===== src/rtl/mdio_pkg.sv =====
// Shared definitions for the Clause 22 MDIO management master.
// Optional feature macro used by the top level: MDIO_PREAMBLE_SUPPRESS_EN.
package mdio_pkg;

  // Clause 22 frame field encodings
  localparam logic [1:0] MDIO_ST       = 2'b01;
  localparam logic [1:0] MDIO_OP_WRITE = 2'b01;
  localparam logic [1:0] MDIO_OP_READ  = 2'b10;
  localparam logic [1:0] MDIO_TA_WRITE = 2'b10;

  // Bit counts per frame section, sized to match the per-state bit counter
  localparam logic [5:0] MDIO_PREAMBLE_BITS = 6'd32;
  localparam logic [5:0] MDIO_FRAME_BITS    = 6'd14;
  localparam logic [5:0] MDIO_TA_BITS       = 6'd2;
  localparam logic [5:0] MDIO_DATA_BITS     = 6'd16;

  // Frame sequencer states
  typedef enum logic [2:0] {
    IDLE,
    PREAMBLE,
    FRAME,
    TA_WR,
    TA_RD,
    WR_DATA,
    RD_DATA,
    DONE
  } mdio_state_t;

  // Everything after the preamble that the master may drive, MSB first:
  // ST, OP, PHYAD, REGAD, write turnaround, write data.
  function automatic logic [31:0] mdio_cmd_word(input logic        write,
                                                input logic [4:0]  phy_addr,
                                                input logic [4:0]  reg_addr,
                                                input logic [15:0] data);
    return {MDIO_ST, (write ? MDIO_OP_WRITE : MDIO_OP_READ), phy_addr, reg_addr,
            MDIO_TA_WRITE, data};
  endfunction

endpackage


===== src/rtl/mdio_mdc_gen.sv =====
// MDC prescaler: one bit is CLK_DIV cycles low followed by CLK_DIV cycles
// high. Held at count 0 with mdc low whenever the sequencer is not framing.
module mdio_mdc_gen #(
  parameter int CLK_DIV = 25
) (
  input  logic clk,
  input  logic rst,
  input  logic en,
  output logic mdc,
  output logic bit_start,
  output logic sample,
  output logic bit_end
);

  localparam logic [7:0] CNT_MAX = 8'(CLK_DIV - 1);

  logic [7:0] cnt;
  logic       wrap;

  assign wrap = (cnt == CNT_MAX);

  // Prescale counter wraps at CLK_DIV-1 and toggles mdc on each wrap
  always_ff @(posedge clk or posedge rst) begin
    if (rst) begin
      cnt <= 8'd0;
      mdc <= 1'b0;
    end else if (!en) begin
      cnt <= 8'd0;
      mdc <= 1'b0;
    end else if (wrap) begin
      cnt <= 8'd0;
      mdc <= ~mdc;
    end else begin
      cnt <= cnt + 8'd1;
    end
  end

  assign bit_start = en && !mdc && (cnt == 8'd0);
  assign sample    = en && mdc && wrap;
  assign bit_end   = sample;

endmodule


===== src/rtl/mdio_master.sv =====
// Clause 22 MDIO management master: accepts one register read/write command
// at a time and serialises it onto MDC/MDIO, returning read data with a
// one-cycle valid strobe.
// Optional feature: define MDIO_PREAMBLE_SUPPRESS_EN to add cmd_no_preamble,
// which skips the 32-bit preamble for that command.
module mdio_master
  import mdio_pkg::*;
#(
  parameter int CLK_DIV = 25
) (
  input  logic        clk,
  input  logic        rst,
  input  logic [4:0]  cmd_phy_addr,
  input  logic [4:0]  cmd_reg_addr,
  input  logic        cmd_write,
  input  logic [15:0] cmd_data,
`ifdef MDIO_PREAMBLE_SUPPRESS_EN
  input  logic        cmd_no_preamble,
`endif
  input  logic        cmd_valid,
  output logic        cmd_ready,
  output logic [15:0] rd_data,
  output logic        rd_data_valid,
  output logic        busy,
  output logic        mdc,
  input  logic        mdio_i,
  output logic        mdio_o,
  output logic        mdio_t
);

  mdio_state_t state, next_state;

  logic [1:0]  mdio_sync;
  logic [31:0] cmd_word;
  logic [31:0] tx_shift;
  logic [14:0] rx_shift;
  logic [5:0]  bit_cnt;
  logic        is_write;
  logic        accept;
  logic        skip_preamble;
  logic        bit_start;
  logic        sample;
  logic        bit_end;

`ifdef MDIO_PREAMBLE_SUPPRESS_EN
  assign skip_preamble = cmd_no_preamble;
`else
  assign skip_preamble = 1'b0;
`endif

  assign cmd_ready     = (state == IDLE);
  assign accept        = cmd_valid && cmd_ready;
  assign busy          = (state != IDLE) && (state != DONE);
  assign rd_data_valid = (state == DONE) && !is_write;
  assign cmd_word      = mdio_cmd_word(cmd_write, cmd_phy_addr, cmd_reg_addr, cmd_data);

  mdio_mdc_gen #(
    .CLK_DIV(CLK_DIV)
  ) u_mdc_gen (
    .clk      (clk),
    .rst      (rst),
    .en       (busy),
    .mdc      (mdc),
    .bit_start(bit_start),
    .sample   (sample),
    .bit_end  (bit_end)
  );

  // Two-flop synchroniser for the asynchronous MDIO pad input
  always_ff @(posedge clk or posedge rst) begin
    if (rst) begin
      mdio_sync <= 2'b11;
    end else begin
      mdio_sync <= {mdio_sync[0], mdio_i};
    end
  end

  // Sequencer state register
  always_ff @(posedge clk or posedge rst) begin
    if (rst) begin
      state <= IDLE;
    end else begin
      state <= next_state;
    end
  end

  // Next state: sections advance at the end of their last bit
  always_comb begin
    next_state = state;
    case (state)
      IDLE:     if (accept) next_state = skip_preamble ? FRAME : PREAMBLE;
      PREAMBLE: if (bit_end && bit_cnt == MDIO_PREAMBLE_BITS) next_state = FRAME;
      FRAME:    if (bit_end && bit_cnt == MDIO_FRAME_BITS) next_state = is_write ? TA_WR : TA_RD;
      TA_WR:    if (bit_end && bit_cnt == MDIO_TA_BITS) next_state = WR_DATA;
      WR_DATA:  if (bit_end && bit_cnt == MDIO_DATA_BITS) next_state = DONE;
      TA_RD:    if (bit_end && bit_cnt == MDIO_TA_BITS) next_state = RD_DATA;
      RD_DATA:  if (bit_end && bit_cnt == MDIO_DATA_BITS) next_state = DONE;
      DONE:     next_state = IDLE;
      default:  next_state = IDLE;
    endcase
  end

  // Datapath: pin values are loaded at the edge that starts each bit so they
  // change only on the MDC falling edge (or straight out of idle)
  always_ff @(posedge clk or posedge rst) begin
    if (rst) begin
      tx_shift <= 32'd0;
      rx_shift <= 15'd0;
      bit_cnt  <= 6'd0;
      is_write <= 1'b0;
      mdio_o   <= 1'b1;
      mdio_t   <= 1'b1;
      rd_data  <= 16'd0;
    end else if (accept) begin
      is_write <= cmd_write;
      bit_cnt  <= 6'd0;
      mdio_t   <= 1'b0;
      if (skip_preamble) begin
        mdio_o   <= cmd_word[31];
        tx_shift <= {cmd_word[30:0], 1'b0};
      end else begin
        mdio_o   <= 1'b1;
        tx_shift <= cmd_word;
      end
    end else begin
      if (bit_start) begin
        bit_cnt <= bit_cnt + 6'd1;
      end
      if (sample && state == RD_DATA) begin
        rx_shift <= {rx_shift[13:0], mdio_sync[1]};
      end
      if (bit_end) begin
        if (next_state != state) begin
          bit_cnt <= 6'd0;
        end
        case (next_state)
          PREAMBLE: begin
            mdio_o <= 1'b1;
            mdio_t <= 1'b0;
          end
          FRAME, TA_WR, WR_DATA: begin
            mdio_o   <= tx_shift[31];
            mdio_t   <= 1'b0;
            tx_shift <= {tx_shift[30:0], 1'b0};
          end
          default: begin
            mdio_o <= 1'b1;
            mdio_t <= 1'b1;
          end
        endcase
        if (state == RD_DATA && next_state == DONE) begin
          rd_data <= {rx_shift, mdio_sync[1]};
        end
      end
    end
  end

endmodule


===== config.mk =====
export PLATFORM = sky130hd
export DESIGN_NAME = mdio_master
export DESIGN_NICKNAME = d
export VERILOG_FILES = /design/src/rtl/mdio_pkg.sv /design/src/rtl/mdio_mdc_gen.sv /design/src/rtl/mdio_master.sv
export SDC_FILE = /design/constraint.sdc
export NUM_CORES = 1
export LEC_CHECK = 0
export BUFFER_PORTS_ARGS = -buffer_cell sky130_fd_sc_hd__buf_2
export CORE_MARGIN = 4
export CORE_UTILIZATION = 30
export DETAILED_ROUTE_END_ITERATION = 8
export SLEW_MARGIN = 20
export SYNTH_ARGS = -nofsm -noshare
export SYNTH_HDL_FRONTEND = slang
export SYNTH_SLANG_ARGS = --single-unit

===== constraint.sdc =====
create_clock -name clk -period 3 [get_ports clk]
set_clock_uncertainty 0.15 [all_clocks]
set_input_delay 0.15 -clock clk [delete_from_list [all_inputs] [get_ports clk]]
set_output_delay 0.15 -clock clk [all_outputs]
set_load 0.005 [all_outputs]

* Yosys cells after proc, flatten, opt, wreduce, memory -nomap -nowiden *
Cells that the tools add are included.

word-level totals
  flip-flop bits (word level) = 86
  word-level logic and storage cells = 87
  input port bits = 31
  output and inout bits = 22

cells by class
  bitwise gates (word level) = 2
  muxes and demuxes = 26
  equal/unequal tests = 20
  add/subtract/negate cells = 2
  reduce and logical (&&, ||, !) cells = 26

operators by type and width
  operator               number
  $mux W32               3
  $mux W6                4
  $mux W3                7
  $pmux W3 S7            1
  $eq A3 B3 Y1 const B   6
  $mux W8                2
  $logic_and A1 B1 Y1    13
  $eq A3 B2 Y1 const B   4
  $add A8 B1 Y8 const B  1
  $eq A8 B5 Y1 const B   1
  $logic_not A8 Y1       1
  $mux W1                8
  $add A6 B1 Y6 const B  1
  $eq A3 B1 Y1 const B   2
  $eq A6 B2 Y1 const B   1
  $eq A6 B4 Y1 const B   1
  $eq A6 B5 Y1 const B   1
  $eq A6 B6 Y1 const B   1
  $reduce_and A2 Y1      2
  $reduce_bool A2 Y1     2
  $reduce_or A4 Y1       1
  $logic_not A3 Y1       1
  $ne A3 B3 Y1           1
  $ne A3 B3 Y1 const B   1
  8 further kinds        10

* Logic depth before layout (Yosys ltp) *
Gate-level depths: netlist of run 1.

  depth in word-level cells = 12
  mapped depth = 9
  mapped depth without buffers = 8

* Modules after synthesis *
A second synthesis of run 1 with hierarchy kept.

second synthesis, totals
  cells, all modules = 379
  area, all modules = 4276.6 um^2

by module, submodules not included
  module        sequential area each (um^2)  area an instance (um^2)  cells each  instances
  mdio_master   1931.9                       3763.6                   325         1
  mdio_mdc_gen  225.2                        513.0                    54          1

* Least setup slack after synthesis of run 1 *
OpenSTA, ideal clock, no wires.

  path kind = reg2reg
  start = register bit_cnt[0]
  end = register tx_shift[31]
  arrival = 2480 ps
  required time = 2722 ps
  slack = 243 ps
  period minus slack after synthesis = 2757 ps
  path buffers = 0
  setup time = 128 ps
  cell stages (with the launch flop) = 9
  cell sequence = dfrtp_1 inv_1 ha_1 or3b_4 nor4b_4 o21ai_1 a2111o_1 mux2i_4 mux2_1

on the way
  longest elaborated chain between the ends = 8
  elaborated cells on any way between the ends = 20
  classes of those cells = eq/ne: 7; mux: 6; reduce/logical: 7

RTL lines
  item                                                 RTL line                              text
  from (decl)                                          mdio_master.sv:37                     logic [5:0] bit_cnt;
  from (signal assigned)                               mdio_master.sv:127                    bit_cnt <= bit_cnt + 6'd1;
  $eq A6 B5 Y1 (tied with other cells)                 mdio_master.sv:95, mdio_master.sv:97
  $logic_and A1 B1 Y1 (on tied branches)               n/a
  $mux W3 (on tied branches)                           n/a
  $pmux W3 S7 *                                        mdio_master.sv:90                     case (state)
  $eq A3 B2 Y1 / $eq A3 B3 Y1 (equally long branches)  mdio_master.sv:136                    case (next_state)
  $reduce_or A3 Y1 *                                   mdio_master.sv:136
  $reduce_bool A2 Y1 (no source line) *                n/a
  $reduce_and A2 Y1 (no source line) *                 n/a
  to (signal assigned)                                 mdio_master.sv:120                    tx_shift <= {cmd_word[30:0], 1'b0};
  to (signal assigned)                                 mdio_master.sv:123                    tx_shift <= cmd_word;
  to (signal assigned)                                 mdio_master.sv:144                    tx_shift <= {tx_shift[30:0], 1'b0};
  to (decl)                                            mdio_master.sv:35                     logic [31:0] tx_shift;

Every way passes the cells marked *; elsewhere a longest branch is shown, timed or not.
A chain may end at the register's enable or synchronous reset.

* Final worst setup path of run 1 *
  start = register bit_cnt[0]
  end = register tx_shift[18]

Same word-level chain as after synthesis.

==> run_results.csv, run 1 <==
group,metric,value,unit
status,outcome,"finished, final reports clean",
logic_synthesis,synth_fp_nets,424,
layout,nets,513,
sta,min_period_over_period,97.06,%
layout,drive_gt1_share,26.76,%
logic_synthesis,synth_top_area_share,48.48,%
logic_synthesis,ys_warn_count,0,
logic_synthesis,ys_ff_latch,86,
worst_hold_path,min_delay_worst_endpoint,"tx_shift[29]",
sta,layout_setup_ws,0.08813,ns
clock_network,cts_sinks,86,
layout,diodes,0,
placed_design,numPlacedInstances,613,
grt,met1_usage,14.65,%
floorplanning,core,13830,um^2
clock_network,insertion_delay,0.35,ns
power_and_ir_drop,p_leak,2.427,nW
logic_synthesis,netlist_area,4233,um^2
logic_synthesis,synth.mux.area_fraction,17.32,%
power_and_ir_drop,p_int,1.817,mW
logic_synthesis,synth_xor_xnor_area_share,2.276,%
sta,hold_slack,0.04287,ns
floorplanning,initial_core_util,30.61,%
power_and_ir_drop,sw_frac_of_total,23.51,%
logic_synthesis,synthArstFlopShare,100.0,%
clock_network,htree_levels,3,
logic_synthesis,synth_top_area_cell,"dfrtp_1",
grt,grt_use_total,11.87,%
worst_setup_path,cp_top_family,"simple AND/OR/NAND/NOR gates",
run,cap_violations,0,
worst_setup_path,crit_fanout,8,
worst_setup_path,cp.required,3.11,ns
logic_synthesis,synth_ff_type,"dfrtp_1",
placed_design,dp_hpwl,6084,um
logic_synthesis,netlist-cell-type-count,45,
sta,tightest_slew,0.7299,ns
logic_synthesis,postSynthAreaPerCell,10.91,um^2
clock_network,numCtsBuffers,9,
placed_design,pre_cts_slack,0.05614,ns
route,avgRoutedWirePerCell,14.38,um
worst_setup_path,cp_data_arrival_time,3.03,ns
floorplanning,rows,43,
grt,antenna_found_initial,0,
grt,grt_first_pass_wirelength,15590,um
sta,post-route-min-period,2.912,ns
logic_synthesis,synth_top_family_by_area,"multiplexers",
layout,layoutNonFillerInstCount,662,
worst_setup_path,r2r_end,"tx_shift[18]",
power_and_ir_drop,clockPowerShare,44.6,%
worst_hold_path,worstHoldStart,"cmd_write",
worst_setup_path,crit_type,"reg2reg",
placed_design,port_buffers,52,
worst_hold_path,hold_path_depth,4,
route,drc,0,
worst_setup_path,cp_cell_sequence,"inv_1 -> ha_1 -> or3b_4 -> nor4b_4 -> o21ai_1 -> a2111o_1 -> mux2i_4 -> buf_12 -> clkbuf_16 -> mux2i_1",
logic_synthesis,synthSimpleGateAreaFrac,14.37,%
route,vias,3248,
route,antenna_left,0,
worst_setup_path,critPathBufInv,3,
logic_synthesis,synth_compound_area_share,10.05,%
placed_design,place_congestion,0.9207,
floorplanning,dieWidth,126.8,um
clock_network,cts.clk_slew.worst_paths,0.07,ns
sta,fmax,343.4,MHz
logic_synthesis,synthAdderAreaFrac,1.478,%
clock_network,cts_tree,"done",
grt,grt_use_met3,3.158,%
worst_setup_path,rr_startpoint,"bit_cnt[0]",
worst_hold_path,hold_path.class,"in2reg",
worst_setup_path,r2r_slack,0.09,ns
sta,tns,0,ns
grt,busiest_layer,"met2",
floorplanning,design.die.area,16070,um^2
logic_synthesis,syn-instance-count,388,
grt,use_met2,19.58,%
logic_synthesis,synth-edff-count,0,
worst_setup_path,ff2ff_path_depth,10,
sta,maxSlewViolCount,0,
sta,finalSetupViolCount,0,
grt,grt-ovfl-total,0,
layout,final_core_util,39.07,%
worst_setup_path,cp_slowest_stage_delay,0.46,ns
worst_setup_path,cp-end-kind,"flip-flop",
route,drt_wl_total,9520,um
route,via_per_inst,4.906,
grt,grt_max_degree,45,
worst_setup_path,start_kind,"flip-flop",
layout,fillCellCount,1365,
power_and_ir_drop,seqPwrFrac,50.0,%
power_and_ir_drop,p_comb_share,5.4,%
route,drt-initial-drc-count,118,
grt,grt_pass1_vias,3311,
sta,hold_viol_final,0,
power_and_ir_drop,power_density,439.8,nW/um^2
floorplanning,io_pins,53,
power_and_ir_drop,ir_drop,321.9,uV
power_and_ir_drop,p_sw,558.6,uW
logic_synthesis,synth.area.top_cells,"dfrtp_1 48%, mux2i_1 8.3%, mux2_2 8.2%, a21oi_1 7.0%, and2_1 3.8%",
floorplanning,die_y,126.8,um
worst_setup_path,crit_path_top_delay_cell,"a2111o_1",
sta,max_slew_margin,51.28,%
clock_network,cts_root_buffer,"clkbuf_16",
clock_network,clockBufferDepth,2,
logic_synthesis,ys_seq_area_share,50.96,%
route,drtPass1Iterations,4,
layout,synthToLayoutAreaGrowth,27.64,%
-- per-stage QoR --
stage                     power (mW)  instance area, um^2
after floorplan                1.266                 4233
after global placement         1.307                 4745
after detailed placement       1.312                 4745
after CTS                      2.407                 5308
after global routing           2.476                 5403
final                          2.376                 5403
-- cells by family after synthesis --
logic type               after synthesis
AO/OA/AOI/OAI                         77
XOR/XNOR                              11
adder cells (fa/ha/maj)                5
buffers and inverters                 33
flip-flops                            86
multiplexers                          68
AND/OR/NAND/NOR                      108
-- cells in the mapped netlist, drive strengths merged, types with 3 or more instances --
master and instances:
dfrtp 82, a21oi 59, mux2i 36, mux2 32, nor2 30, and2 26, inv 14, nand2 13
clkbuf 12, buf 7, nor3 7, xor2 7, nand4 6, o21ai 6, ha 5, nand3 5
dfstp 4, xnor2 4, and3 3, o31ai 3
-- area by class of cell --
| cell class | count | area (um^2) | area share (%) |
|---|---|---|---|
| Sequential cell | 86 | 2157 | 39.93 |
| Clock inverter | 7 | 57.56 | 1.065 |
| Timing Repair Buffer | 97 | 744.5 | 13.78 |
| Multi-Input combinational cell | 269 | 1939 | 35.90 |
| Inverter | 14 | 53.80 | 0.9958 |
| Tap cell | 180 | 225.2 | 4.169 |
| Clock buffer | 9 | 225.2 | 4.169 |
-- placed cells by master (no fill, tap or decap), types with 3 or more instances in the layout --
cell type      instances
nand3_1                5
dlygate4sd3_1         28
o21ai_0                3
inv_1                 13
buf_2                 52
nand2_1               13
mux2i_1               35
o31ai_1                3
buf_4                 11
ha_1                   5
nor2_1                29
buf_12                 3
o21ai_1                3
and3_1                 3
dfrtp_1               82
xnor2_1                4
dfstp_2                4
xor2_1                 7
a21oi_1               59
nor3_1                 7
clkinvlp_4             3
mux2_2                31
nand4_1                6
and2_1                26
clkbuf_16             11
-- worst max path at each step --
stage	depth (start not counted)	from	endpoint
floorplan	8	bit_cnt[0]	tx_shift[31]
global route	10	bit_cnt[0]	tx_shift[29]
global placement	9	bit_cnt[0]	tx_shift[3]
finish	10	bit_cnt[0]	tx_shift[18]
CTS	9	bit_cnt[0]	tx_shift[26]
detailed placement	9	bit_cnt[0]	tx_shift[7]
-- registers in the layout (all words and copies together) (netlist names) --
signal,flops
bit_cnt,6
is_write,1
mdio_o,1
mdio_sync,2
mdio_t,1
rd_data,16
rx_shift,15
state,3
tx_shift,32
u_mdc_gen.cnt,8
u_mdc_gen.mdc,1
-- what timing repair did --
item                                    CTS  global route
endpoints found under the hold margin    67             0
endpoints found under the setup margin    0            37
gates resized for setup                   0             2
buffers inserted                          0             2
hold buffers                             28             0
-- metal layers --
metal,part of all wire [%],up-vias
met3,4.7,12
met4,1.8,0
met1,45,1602
met2,49,78
met5,0,-
li1,-,1556
-- worst reg2reg max path, cell delays in order, from the launching register on --
cell       delay, ns
dfrtp_1         0.41
inv_1           0.09
ha_1            0.17
or3b_4          0.42
nor4b_4         0.31
o21ai_1         0.12
a2111o_1        0.46
mux2i_4         0.18
buf_12          0.15
clkbuf_16       0.17
mux2i_1         0.20
-- power by group through the flow --
| stage | Combinational [mW] | Sequential, mW | Clock (mW) |
|---|---|---|---|
| after detailed placement | 0.102 | 1.21 | 0 |
| after global routing | 0.148 | 1.19 | 1.14 |
| final | 0.128 | 1.19 | 1.06 |
| after floorplan | 0.0583 | 1.21 | 0 |
| after CTS | 0.131 | 1.19 | 1.09 |
| after global placement | 0.0979 | 1.21 | 0 |
Power figures use the tool's default switching activity.
==> run 2, diff against run 1 <==
CORE_ASPECT_RATIO = 0.7   (was not set)
==> run_results.csv, run 2 (synthesis results as in run 1) <==
group,metric,value,unit
status,outcome,"finished, final reports clean",
floorplanning,rows,36,
sta,post-route-min-period,2.893,ns
sta,tightest_slew,0.8860,ns
worst_setup_path,startpoint,"bit_cnt[0]",
worst_setup_path,endpoint,"tx_shift[31]",
sta,max_slew_margin,40.87,%
clock_network,numCtsBuffers,9,
grt,grt_pass1_vias,3188,
placed_design,place_congestion,0.8973,
worst_hold_path,hold_path.class,"in2reg",
worst_setup_path,ff2ff_path_depth,9,
worst_setup_path,r2r_end,"tx_shift[31]",
clock_network,htree_levels,3,
layout,layout_common_cells,"81 x dfrtp_1, 59 x a21oi_1, 52 x buf_2",
worst_setup_path,cp-end-kind,"flip-flop",
layout,largest_register_ffs,32,
sta,tns,0,ns
sta,layout_setup_ws,0.1074,ns
layout,final_common_cell,"dfrtp_1",
worst_setup_path,cp_data_arrival_time,2.96,ns
floorplanning,dieWidth,150.0,um
layout,largestRegisters,"tx_shift: 32 flops, rd_data: 16 flops, rx_shift: 15 flops",
grt,antenna_found_initial,0,
floorplanning,core,13870,um^2
route,vias,3163,
floorplanning,io_pins,53,
placed_design,dp_hpwl,6249,um
grt,grt_first_pass_wirelength,15800,um
grt,grt_use_total,12.13,%
layout,fillCellCount,1372,
worst_setup_path,r2r_slack,0.11,ns
layout,synthToLayoutAreaGrowth,30.59,%
worst_setup_path,start_kind,"flip-flop",
layout,regMostFlops,"tx_shift",
clock_network,cts.clk_slew.worst_paths,0.07,ns
clock_network,cts_tree,"done",
sta,finalSetupViolCount,0,
grt,grt_max_degree,51,
placed_design,port_buffers,52,
layout,final_area,5528,um^2
sta,min_period_over_period,96.42,%
sta,rsz0062_at_grt,"yes",
floorplanning,design.die.area,16100,um^2
worst_setup_path,cp.required,3.06,ns
clock_network,cts_sinks,86,
placed_design,pre_cts_slack,0.02108,ns
floorplanning,initial_core_util,30.51,%
placed_design,placed_area,4772,um^2
sta,hold_viol_final,0,
run,cap_violations,0,
clock_network,cts_root_buffer,"clkbuf_16",
grt,grt-ovfl-total,0,
worst_setup_path,crit_fanout,6,
power_and_ir_drop,p_leak,2.476,nW
route,drc,0,
route,drt-initial-drc-count,165,
floorplanning,die_y,107.4,um
layout,nets,516,
route,antenna_left,0,
route,drtPass1Iterations,4,
route,drt_wl_total,9519,um
layout,diodes,0,
power_and_ir_drop,power_density,460.8,nW/um^2
route,avgRoutedWirePerCell,14.10,um
clock_network,clockBufferDepth,2,
worst_setup_path,rr_startpoint,"bit_cnt[0]",
layout,drive_gt1_share,29.07,%
sta,fmax,345.7,MHz
power_and_ir_drop,ir_drop,268.0,uV
sta,maxSlewViolCount,0,
route,via_per_inst,4.686,
clock_network,insertion_delay,0.33,ns
worst_setup_path,crit_type,"reg2reg",
[run 2: cell types whose count changed in the layout (fill, tap and decap cells not counted), sizes merged]
| cell | delta |
|---|---|
| inv | +1 |
| bufinv | +2 |
| clkinv | -1 |
| buf | +3 |
| clkinvlp | -2 |
[run 2: layer usage]
| layer | routed length [um] | track usage (%) | up-vias |
|---|---|---|---|
| met5 | 0 | 0 | - |
| met4 | 161 | 3.916 | 0 |
| met3 | 460 | 3.283 | 16 |
| met2 | 4185 | 18.12 | 80 |
| met1 | 4711 | 17.09 | 1518 |
| li1 | - | - | 1549 |
[run 2: layout make-up]
type	count	area, um^2	area share [%]
Clock buffer	9	225.2	4.074
Inverter	14	53.80	0.9733
Multi-Input combinational cell	269	1977	35.76
Clock inverter	7	105.1	1.901
Sequential cell	86	2158	39.04
Tap cell	190	237.7	4.301
Timing Repair Buffer	100	770.7	13.94
[run 2: what timing repair did]
item                                    CTS  global route
pin swaps                                 0             3
gates cloned                              0             2
hold buffers                             28             0
resized for setup                         1            12
endpoints found under the setup margin    3            38
buffers inserted                          0             4
endpoints found under the hold margin    73             0
[run 2: power breakdown]
group          leakage [nW]  internal, mW  total [mW]  switching, mW
registers              1.13          1.18        1.19        0.00625
logic                  1.19        0.0656       0.131         0.0649
clock network         0.159         0.743        1.23          0.485
[run 2: worst max-delay path, cell delays in order, from the launching register on]
cell	delay (ns)
dfrtp_2	0.44
inv_2	0.10
ha_4	0.13
or3b_4	0.41
nor4b_4	0.35
o21ai_2	0.11
a2111o_1	0.41
mux2i_4	0.18
buf_12	0.16
mux2_1	0.32
[run 2: how the worst min path moves through the flow]
| stage | cells past startpoint | from | end | slack, ns |
|---|---|---|---|---|
| after floorplan | 0 | mdio_i | mdio_sync[0] | 0.004 |
| after CTS | 4 | cmd_write | tx_shift[29] | 0.03 |
| after global routing | 4 | cmd_write | tx_shift[29] | 0.03 |
| after detailed placement | 1 | mdio_i | mdio_sync[0] | 0.11 |
| after global placement | 1 | mdio_i | mdio_sync[0] | 0.11 |
| final | 4 | cmd_write | tx_shift[29] | 0.05 |
[run 2: through the flow]
| step | utilization, % | instances | total power, mW | hold slack, ns |
|---|---|---|---|---|
| detailed placement | 34.40 | 625 | 1.312 | 0.1079 |
| floorplan | - | 388 | 1.266 | 0.004478 |
| finish | 39.84 | 675 | 2.547 | 0.04535 |
| CTS | 38.81 | 669 | 2.596 | 0.03219 |
| global placement | 34.40 | 625 | 1.307 | 0.1059 |
| global route | 39.84 | 675 | 2.669 | 0.03276 |
